### src/rtl/logic_unit_pkg.sv
// Opcode constants and type shared by the logic-unit pipeline and its combinational core.
package logic_unit_pkg;
  typedef logic [2:0] op_t;

  localparam op_t OP_AND  = 3'd0;
  localparam op_t OP_OR   = 3'd1;
  localparam op_t OP_XOR  = 3'd2;
  localparam op_t OP_NOTA = 3'd3;
  localparam op_t OP_NOTB = 3'd4;
  localparam op_t OP_NAND = 3'd5;
  localparam op_t OP_NOR  = 3'd6;
  localparam op_t OP_XNOR = 3'd7;
endpackage

### src/rtl/logic_op_core.sv
// Combinational bitwise operator with zero and parity flags.
module logic_op_core
  import logic_unit_pkg::*;
#(
  parameter int WIDTH = 8
) (
  input  logic [WIDTH-1:0] a,
  input  logic [WIDTH-1:0] b,
  input  op_t              op,
  output logic [WIDTH-1:0] result,
  output logic             zero,
  output logic             parity
);
  always_comb begin
    result = '0;
    unique case (op)
      OP_AND:  result = a & b;
      OP_OR:   result = a | b;
      OP_XOR:  result = a ^ b;
      OP_NOTA: result = ~a;
      OP_NOTB: result = ~b;
      OP_NAND: result = ~(a & b);
      OP_NOR:  result = ~(a | b);
      OP_XNOR: result = ~(a ^ b);
      default: result = '0;
    endcase
  end

  assign zero   = (result == '0);
  assign parity = ^result;
endmodule

### src/rtl/logic_unit_pipe.sv
// Two-stage valid/ready bitwise logic unit: operand register, result register,
// and a saturating count of delivered results.
module logic_unit_pipe
  import logic_unit_pkg::*;
#(
  parameter int WIDTH = 8,
  parameter int CNT_W = 16
) (
  input  logic             clk,
  input  logic             rst_n,
  input  logic [WIDTH-1:0] a_in,
  input  logic [WIDTH-1:0] b_in,
  input  logic [2:0]       op_in,
  input  logic             in_valid,
  output logic             in_ready,
  output logic [WIDTH-1:0] res_out,
  output logic             zero_out,
  output logic             par_out,
  output logic             out_valid,
  input  logic             out_ready,
  output logic [CNT_W-1:0] cnt_out
);
  logic             s1_valid_q, s1_valid_d;
  logic [WIDTH-1:0] s1_a_q, s1_a_d, s1_b_q, s1_b_d;
  op_t              s1_op_q, s1_op_d;
  logic             s2_valid_q, s2_valid_d;
  logic [WIDTH-1:0] res_q, res_d;
  logic             zero_q, zero_d, par_q, par_d;
  logic [CNT_W-1:0] cnt_q, cnt_d;

  logic             s1_adv, in_xfer, out_xfer;
  logic [WIDTH-1:0] core_res;
  logic             core_zero, core_par;

  // Stage 2 moves whenever it is empty or being drained; stage 1 follows it.
  assign s1_adv   = !s2_valid_q | out_ready;
  assign in_ready = !s1_valid_q | s1_adv;
  assign in_xfer  = in_valid & in_ready;
  assign out_xfer = s2_valid_q & out_ready;

  logic_op_core #(.WIDTH(WIDTH)) u_core (
    .a      (s1_a_q),
    .b      (s1_b_q),
    .op     (s1_op_q),
    .result (core_res),
    .zero   (core_zero),
    .parity (core_par)
  );

  always_comb begin
    s1_valid_d = s1_valid_q;
    s1_a_d     = s1_a_q;
    s1_b_d     = s1_b_q;
    s1_op_d    = s1_op_q;
    if (in_xfer) begin
      s1_valid_d = 1'b1;
      s1_a_d     = a_in;
      s1_b_d     = b_in;
      s1_op_d    = op_t'(op_in);
    end else if (s1_adv) begin
      s1_valid_d = 1'b0;
    end

    s2_valid_d = s2_valid_q;
    res_d      = res_q;
    zero_d     = zero_q;
    par_d      = par_q;
    if (s1_adv) begin
      s2_valid_d = s1_valid_q;
      res_d      = core_res;
      zero_d     = core_zero;
      par_d      = core_par;
    end

    cnt_d = cnt_q;
    if (out_xfer && (cnt_q != '1)) cnt_d = cnt_q + CNT_W'(1);
  end

  always_ff @(posedge clk or negedge rst_n) begin
    if (!rst_n) begin
      s1_valid_q <= 1'b0;
      s1_a_q     <= '0;
      s1_b_q     <= '0;
      s1_op_q    <= OP_AND;
      s2_valid_q <= 1'b0;
      res_q      <= '0;
      zero_q     <= 1'b0;
      par_q      <= 1'b0;
      cnt_q      <= '0;
    end else begin
      s1_valid_q <= s1_valid_d;
      s1_a_q     <= s1_a_d;
      s1_b_q     <= s1_b_d;
      s1_op_q    <= s1_op_d;
      s2_valid_q <= s2_valid_d;
      res_q      <= res_d;
      zero_q     <= zero_d;
      par_q      <= par_d;
      cnt_q      <= cnt_d;
    end
  end

  assign out_valid = s2_valid_q;
  assign res_out   = res_q;
  assign zero_out  = zero_q;
  assign par_out   = par_q;
  assign cnt_out   = cnt_q;
endmodule

### config.mk
export PLATFORM = sky130hd
export DESIGN_NAME = logic_unit_pipe
export DESIGN_NICKNAME = d
export VERILOG_FILES = /design/src/rtl/logic_unit_pkg.sv /design/src/rtl/logic_op_core.sv /design/src/rtl/logic_unit_pipe.sv
export SDC_FILE = /design/constraint.sdc
export NUM_CORES = 1
export LEC_CHECK = 0
export BUFFER_PORTS_ARGS = -buffer_cell sky130_fd_sc_hd__clkbuf_2
export CAP_MARGIN = 20
export CELL_PAD_IN_SITES_DETAIL_PLACEMENT = 1
export CELL_PAD_IN_SITES_GLOBAL_PLACEMENT = 2
export CORE_MARGIN = 2
export CORE_UTILIZATION = 36
export DETAILED_ROUTE_END_ITERATION = 8
export HOLD_SLACK_MARGIN = 0.12
export PLACE_DENSITY_LB_ADDON = 0.1
export SLEW_MARGIN = 20
export SYNTH_ARGS = -nofsm -noshare
export SYNTH_HDL_FRONTEND = slang
export SYNTH_HIERARCHICAL = 1
export SYNTH_SLANG_ARGS = --single-unit
### constraint.sdc
create_clock -name clk -period 2.5 [get_ports clk]
set_input_delay 0.125 -clock clk [delete_from_list [all_inputs] [get_ports clk]]
set_output_delay 0.125 -clock clk [all_outputs]
set_load 0.01 [all_outputs]
Word level (Yosys, flattened, before mapping)
Index checks and enable logic that the tools add are counted.

$add $sub $neg: 1. Eq/ne operators: 8. Multiplexer cells: 3. Bitwise operators: 12. Reduce and logical (&&, ||, !) cells: 7.

Operator list (count): 8-bit case mux with 8 select lines (1); 8-bit NOT (5); 16-bit by 1-bit adder with 16-bit output, second input constant (1); 16-bit != test, second input constant (1); 3-bit == test, second input constant (4); 8-bit bitwise AND (1); 8-bit logical NOT (1); 8-bit OR (1); 8-bit XOR reduction (1); 8-bit bitwise XOR (1); 3-bit by 2-bit == test with 1-bit output, second input constant (2); 3-bit by 1-bit == test with 1-bit output, second input constant (1); 3-bit logical NOT (1); 1-bit bitwise AND (2); 1-bit logical NOT (2); 1-bit two-way mux (2); 1-bit OR (2); 2-bit nonzero test (1); 1-bit logical AND (1).

Register bits: 47. Bits of input ports: 23. Output and inout bits: 28. Word-level logic and storage cells: 40.

Longest topological paths before layout
Word-level depth: 5. Mapped depth: 10. Gate-level depth less buffers: 10.

By module
Netlist, hierarchy kept.

By module, submodules not included: logic_unit_pipe (times used 1, cells each 137, area each 1931.9 µm², sequential area each 1176.1 µm²); logic_op_core (times used 1, cells each 149, area each 1042.2 µm², sequential area each 0.0 µm²).

Worst setup path after synthesis
Ideal clock, no wire load.

Path kind: register to register. Start point: register s1_a_q[0]. End point: register par_q (netlist: par_out). Library setup time: 0.125 ns. Data arrival time: 2.049 ns. Required time: 2.375 ns. Setup slack: 0.326 ns. Stages on the path, launching flop included: 11. Buffers on the path: 0. Clock period less this slack: 2.174 ns. Cells stage by stage: dfrtp_1 > inv_1 > ha_1 > nand2_1 > o21ai_0 > mux2_2 > o21a_1 > ha_1 > xor2_1 > xnor2_1 > mux2_2.

Longest elaborated chain between the ends: 4. Elaborated cells between the ends (all ways): 9. Classes of those cells: mux (1); bitwise (7); reduce/logical (1).

RTL lines: from (decl) (line logic_unit_pipe.sv:24) `logic [WIDTH-1:0] s1_a_q, s1_a_d, s1_b_q, s1_b_d;`; from (signal assigned) (line logic_unit_pipe.sv:82) `s1_a_q <= '0;`; from (signal assigned) (line logic_unit_pipe.sv:92) `s1_a_q <= s1_a_d;`; 8-bit bitwise XOR, or another cell as far along (line logic_op_core.sv:19, logic_op_core.sv:24); 8-bit NOT, on equally long branches (line logic_op_core.sv:24, logic_op_core.sv:22, logic_op_core.sv:23); 8-bit case mux with 8 select lines * (line logic_op_core.sv:16) `unique case (op)`; 8-bit XOR reduction * (line logic_op_core.sv:30) `assign parity = ^result;`; via core_par (line logic_unit_pipe.sv:33) `logic core_zero, core_par;`; to (signal assigned) (line logic_unit_pipe.sv:98) `par_q <= par_d;`; to (decl) (line logic_unit_pipe.sv:28) `logic zero_q, zero_d, par_q, par_d;`.

The timed path passes the listed nets; every way through them passes the cells marked *. A chain may end at the register's enable or synchronous reset.

Final worst setup path
Start point: register s1_a_q[7]. End point: register par_q (netlist: par_out).

The elaborated chain is that of the path after synthesis.

==> out/metrics.cfg <==
[setup_path]
critPathKind = reg2reg
end_kind = register
crit_fanout = 4
cpPeakStageDelay_ps = 390
startpoint = s1_a_q[7]$_DFFE_PN0P_
required_ps = 2700
critical_path_arrival_ps = 2580
crit_path_top_delay_cell = dfrtp_1
worstSetupStartpointType = register
worstPathCellList = inv_1, ha_1, o21ai_0, a221oi_1, o32ai_1, ha_1, xnor2_1, xnor2_1, mux2_2
r2r_start = s1_a_q[7]$_DFFE_PN0P_

[clock_network]
cts_tree = yes
cts_buffers = 5
clkSinkCount = 47
htree_num_levels = 2
clk_pin_slew_worst_paths_ps = 90
clock_latency_ps = 310
cts_buffer_depth = 2
root_buffer = clkbuf_8

[timing]
max_freq_mhz = 420
rsz0062_at_grt = no
fin_crit_sh = 0.951
skew_ps = 8.02
drv_slew = 0
fin_ws_ps = 121
fin_crit_ps = 2380
slew_headroom = 0.568
setup_violations = 0
tns_ps = 0
worst_pin_slew_ps = 649
hold_viol = 0

[logic_synthesis]
ys.flop_type = dfrtp_1
avgSynthCellArea_um2 = 10.4
yosysUniqueCellTypes = 45
ys_ff_latch = 47
ys_warn_count = 6
yosys-top-cells-count = dfrtp_1 (47), mux2_2 (30), ha_1 (21)
synth_most_common_cell = dfrtp_1
yosysTopAreaCell = dfrtp_1
syn_area_mm2 = 0.00297
netlist_top_cells_area = dfrtp_1 (40%), mux2_2 (11%), ha_1 (8.8%), inv_1 (2.5%), o21ai_0 (2.4%)
synth_edf_count = 0
synth-async-reset-ratio = 1.00
synth_cells = 286
yosys.area.top_type_share = 0.395
synth_nets = 330
yosysSeqAreaShare = 0.395

[grt]
grt_pass1_wl_um = 11600
grt_max_degree = 30
grt_use_total = 0.167
first_global_vias = 2435
grt_antenna_before_repair = 0
grt-ovfl-total = 0

[cells_and_area]
layoutNonFillerInstCount = 468
nets = 406
seq_area_mm2 = 0.00118
area_growth_pct = 23.8
post_route_cells_drive_above_1_share = 0.298
fillers = 956
multi_input_area_mm2 = 0.00163
finish.utilization = 0.455
n_antenna_cell = 0

[floorplanning]
chipHeight_um = 94.9
rows = 33
fp.dieW_um = 94.9
initial_core_util = 0.368
core_area_mm2 = 0.00809
num_io_pins = 51
die-area_mm2 = 0.00900

[power]
p_leak_nw = 1.74
max-vdd-ir-drop_mv = 0.388
p_total_mw = 2.79
pwr_density_cell_mw_per_mm2 = 759

[status]
outcome = complete, no violations

[placement]
place.gp.congestion = 0.750
dp.final_hpwl_um = 5170
port_buffers = 50
dp_cells = 439
pre_cts_ws_ps = 166

[route]
remaining_drc_errors = 0
drtIter0Drc = 43
first_pass_iters = 4
vias = 2383
drt_wl_total_um = 7030
antenna_left = 0
vias_per_cell = 5.09
routedWlPerCell_um = 15.0

[min_path]
holdCritPathClass = in2reg
hp-start = out_ready

[job]
max_cap_violations = 0

## final timing paths
kind / to / slack [ps] / cells past startpoint
max in group asynchronous: s1_a_q[2]$_DFFE_PN0P_ / 1860 / 3
worst min register to register: out_valid$_DFFE_PN0P_ / 470 / 1
worst max-delay path: par_out$_DFFE_PN0P_ / 120 / 9
min in group asynchronous: s1_a_q[3]$_DFFE_PN0P_ / 320 / 3
worst max register to register: par_out$_DFFE_PN0P_ / 120 / 9
worst min-delay path: s1_valid_q$_DFFE_PN0P_ / 210 / 3
## report_power, final
group | switching (mW) | leakage, nW | internal, mW
registers | 0.177 | 0.576 | 0.921
logic | 0.539 | 1.11 | 0.563
clock network | 0.271 | 0.0612 | 0.324
total | 0.987 | 1.74 | 1.81
## cell type report
| class | count | area share |
|---|---|---|
| timing repair buffer | 81 | 0.149 |
| multi-input combinational | 206 | 0.442 |
| sequential | 47 | 0.320 |
| clock buffer | 6 | 0.0224 |
| clock inverter | 2 | 0.00952 |
| tap | 105 | 0.0357 |
| inverter | 21 | 0.0214 |
## metal layers
metal	share of wire	vias to the layer above	GRT usage	routed length (um)
li1	-	1168	-	-
met1	0.50	1172	0.229	3540
met2	0.45	35	0.263	3180
met3	0.028	8	0.0319	200
met4	0.015	0	0.0568	106
met5	0	-	0	0
## registers in the layout, summed over array words and instances (netlist names)
| register | count |
|---|---|
| s1_b_q | 8 |
| par_out | 1 |
| s1_a_q | 8 |
| res_out | 8 |
| out_valid | 1 |
| zero_out | 1 |
| s1_op_q | 3 |
| s1_valid_q | 1 |
| cnt_out | 16 |
## cell families (layout without fill, tap and decap cells)
kind of cell,count (synthesis),after routing,share of synthesized area
multiplexers,37,37,0.139
buffers and inverters,33,110,0.0589
flip-flops,47,47,0.395
XOR/XNOR,16,16,0.0471
AO/OA/AOI/OAI,55,55,0.125
adder cells (fa/ha/maj),21,21,0.0883
AND/OR/NAND/NOR,77,77,0.147
## through the flow
step	hold slack, ps	cell area, um^2
3_5_place_dp	130	3350
3_3_place_gp	124	3350
5_1_grt	239	3680
4_1_cts	211	3670
6_report	214	3680
2_1_floorplan	-171	2970
## cells in the final DEF (no fill, tap or decap), drive strengths merged, types with 8 or more instances in the layout
cell type / instances
xnor2: 8
inv: 21
ha: 21
xor2: 8
nand2b: 10
clkbuf: 56
dfrtp: 47
a21oi: 10
dlygate4sd3: 21
nand2: 17
buf: 10
nor2: 14
mux2: 31
o21ai: 16
## critical path, delay by kind of cell (launching register included)
| family | cells | cell delay, ps |
|---|---|---|
| compound gates | 3 | 690 |
| fa+ha+maj | 2 | 610 |
| flops | 1 | 390 |
| xor+xnor | 2 | 260 |
| mux | 1 | 260 |
| buf+inv | 1 | 60 |
## timing repair
item / CTS / global route
buffers inserted: 0 / 0
endpoints found under the hold margin: 67 / 0
hold buffers: 21 / 0
resized for setup: 0 / 2
endpoints found under the setup margin: 0 / 1
Note: power is estimated with default switching activity, not from simulation.
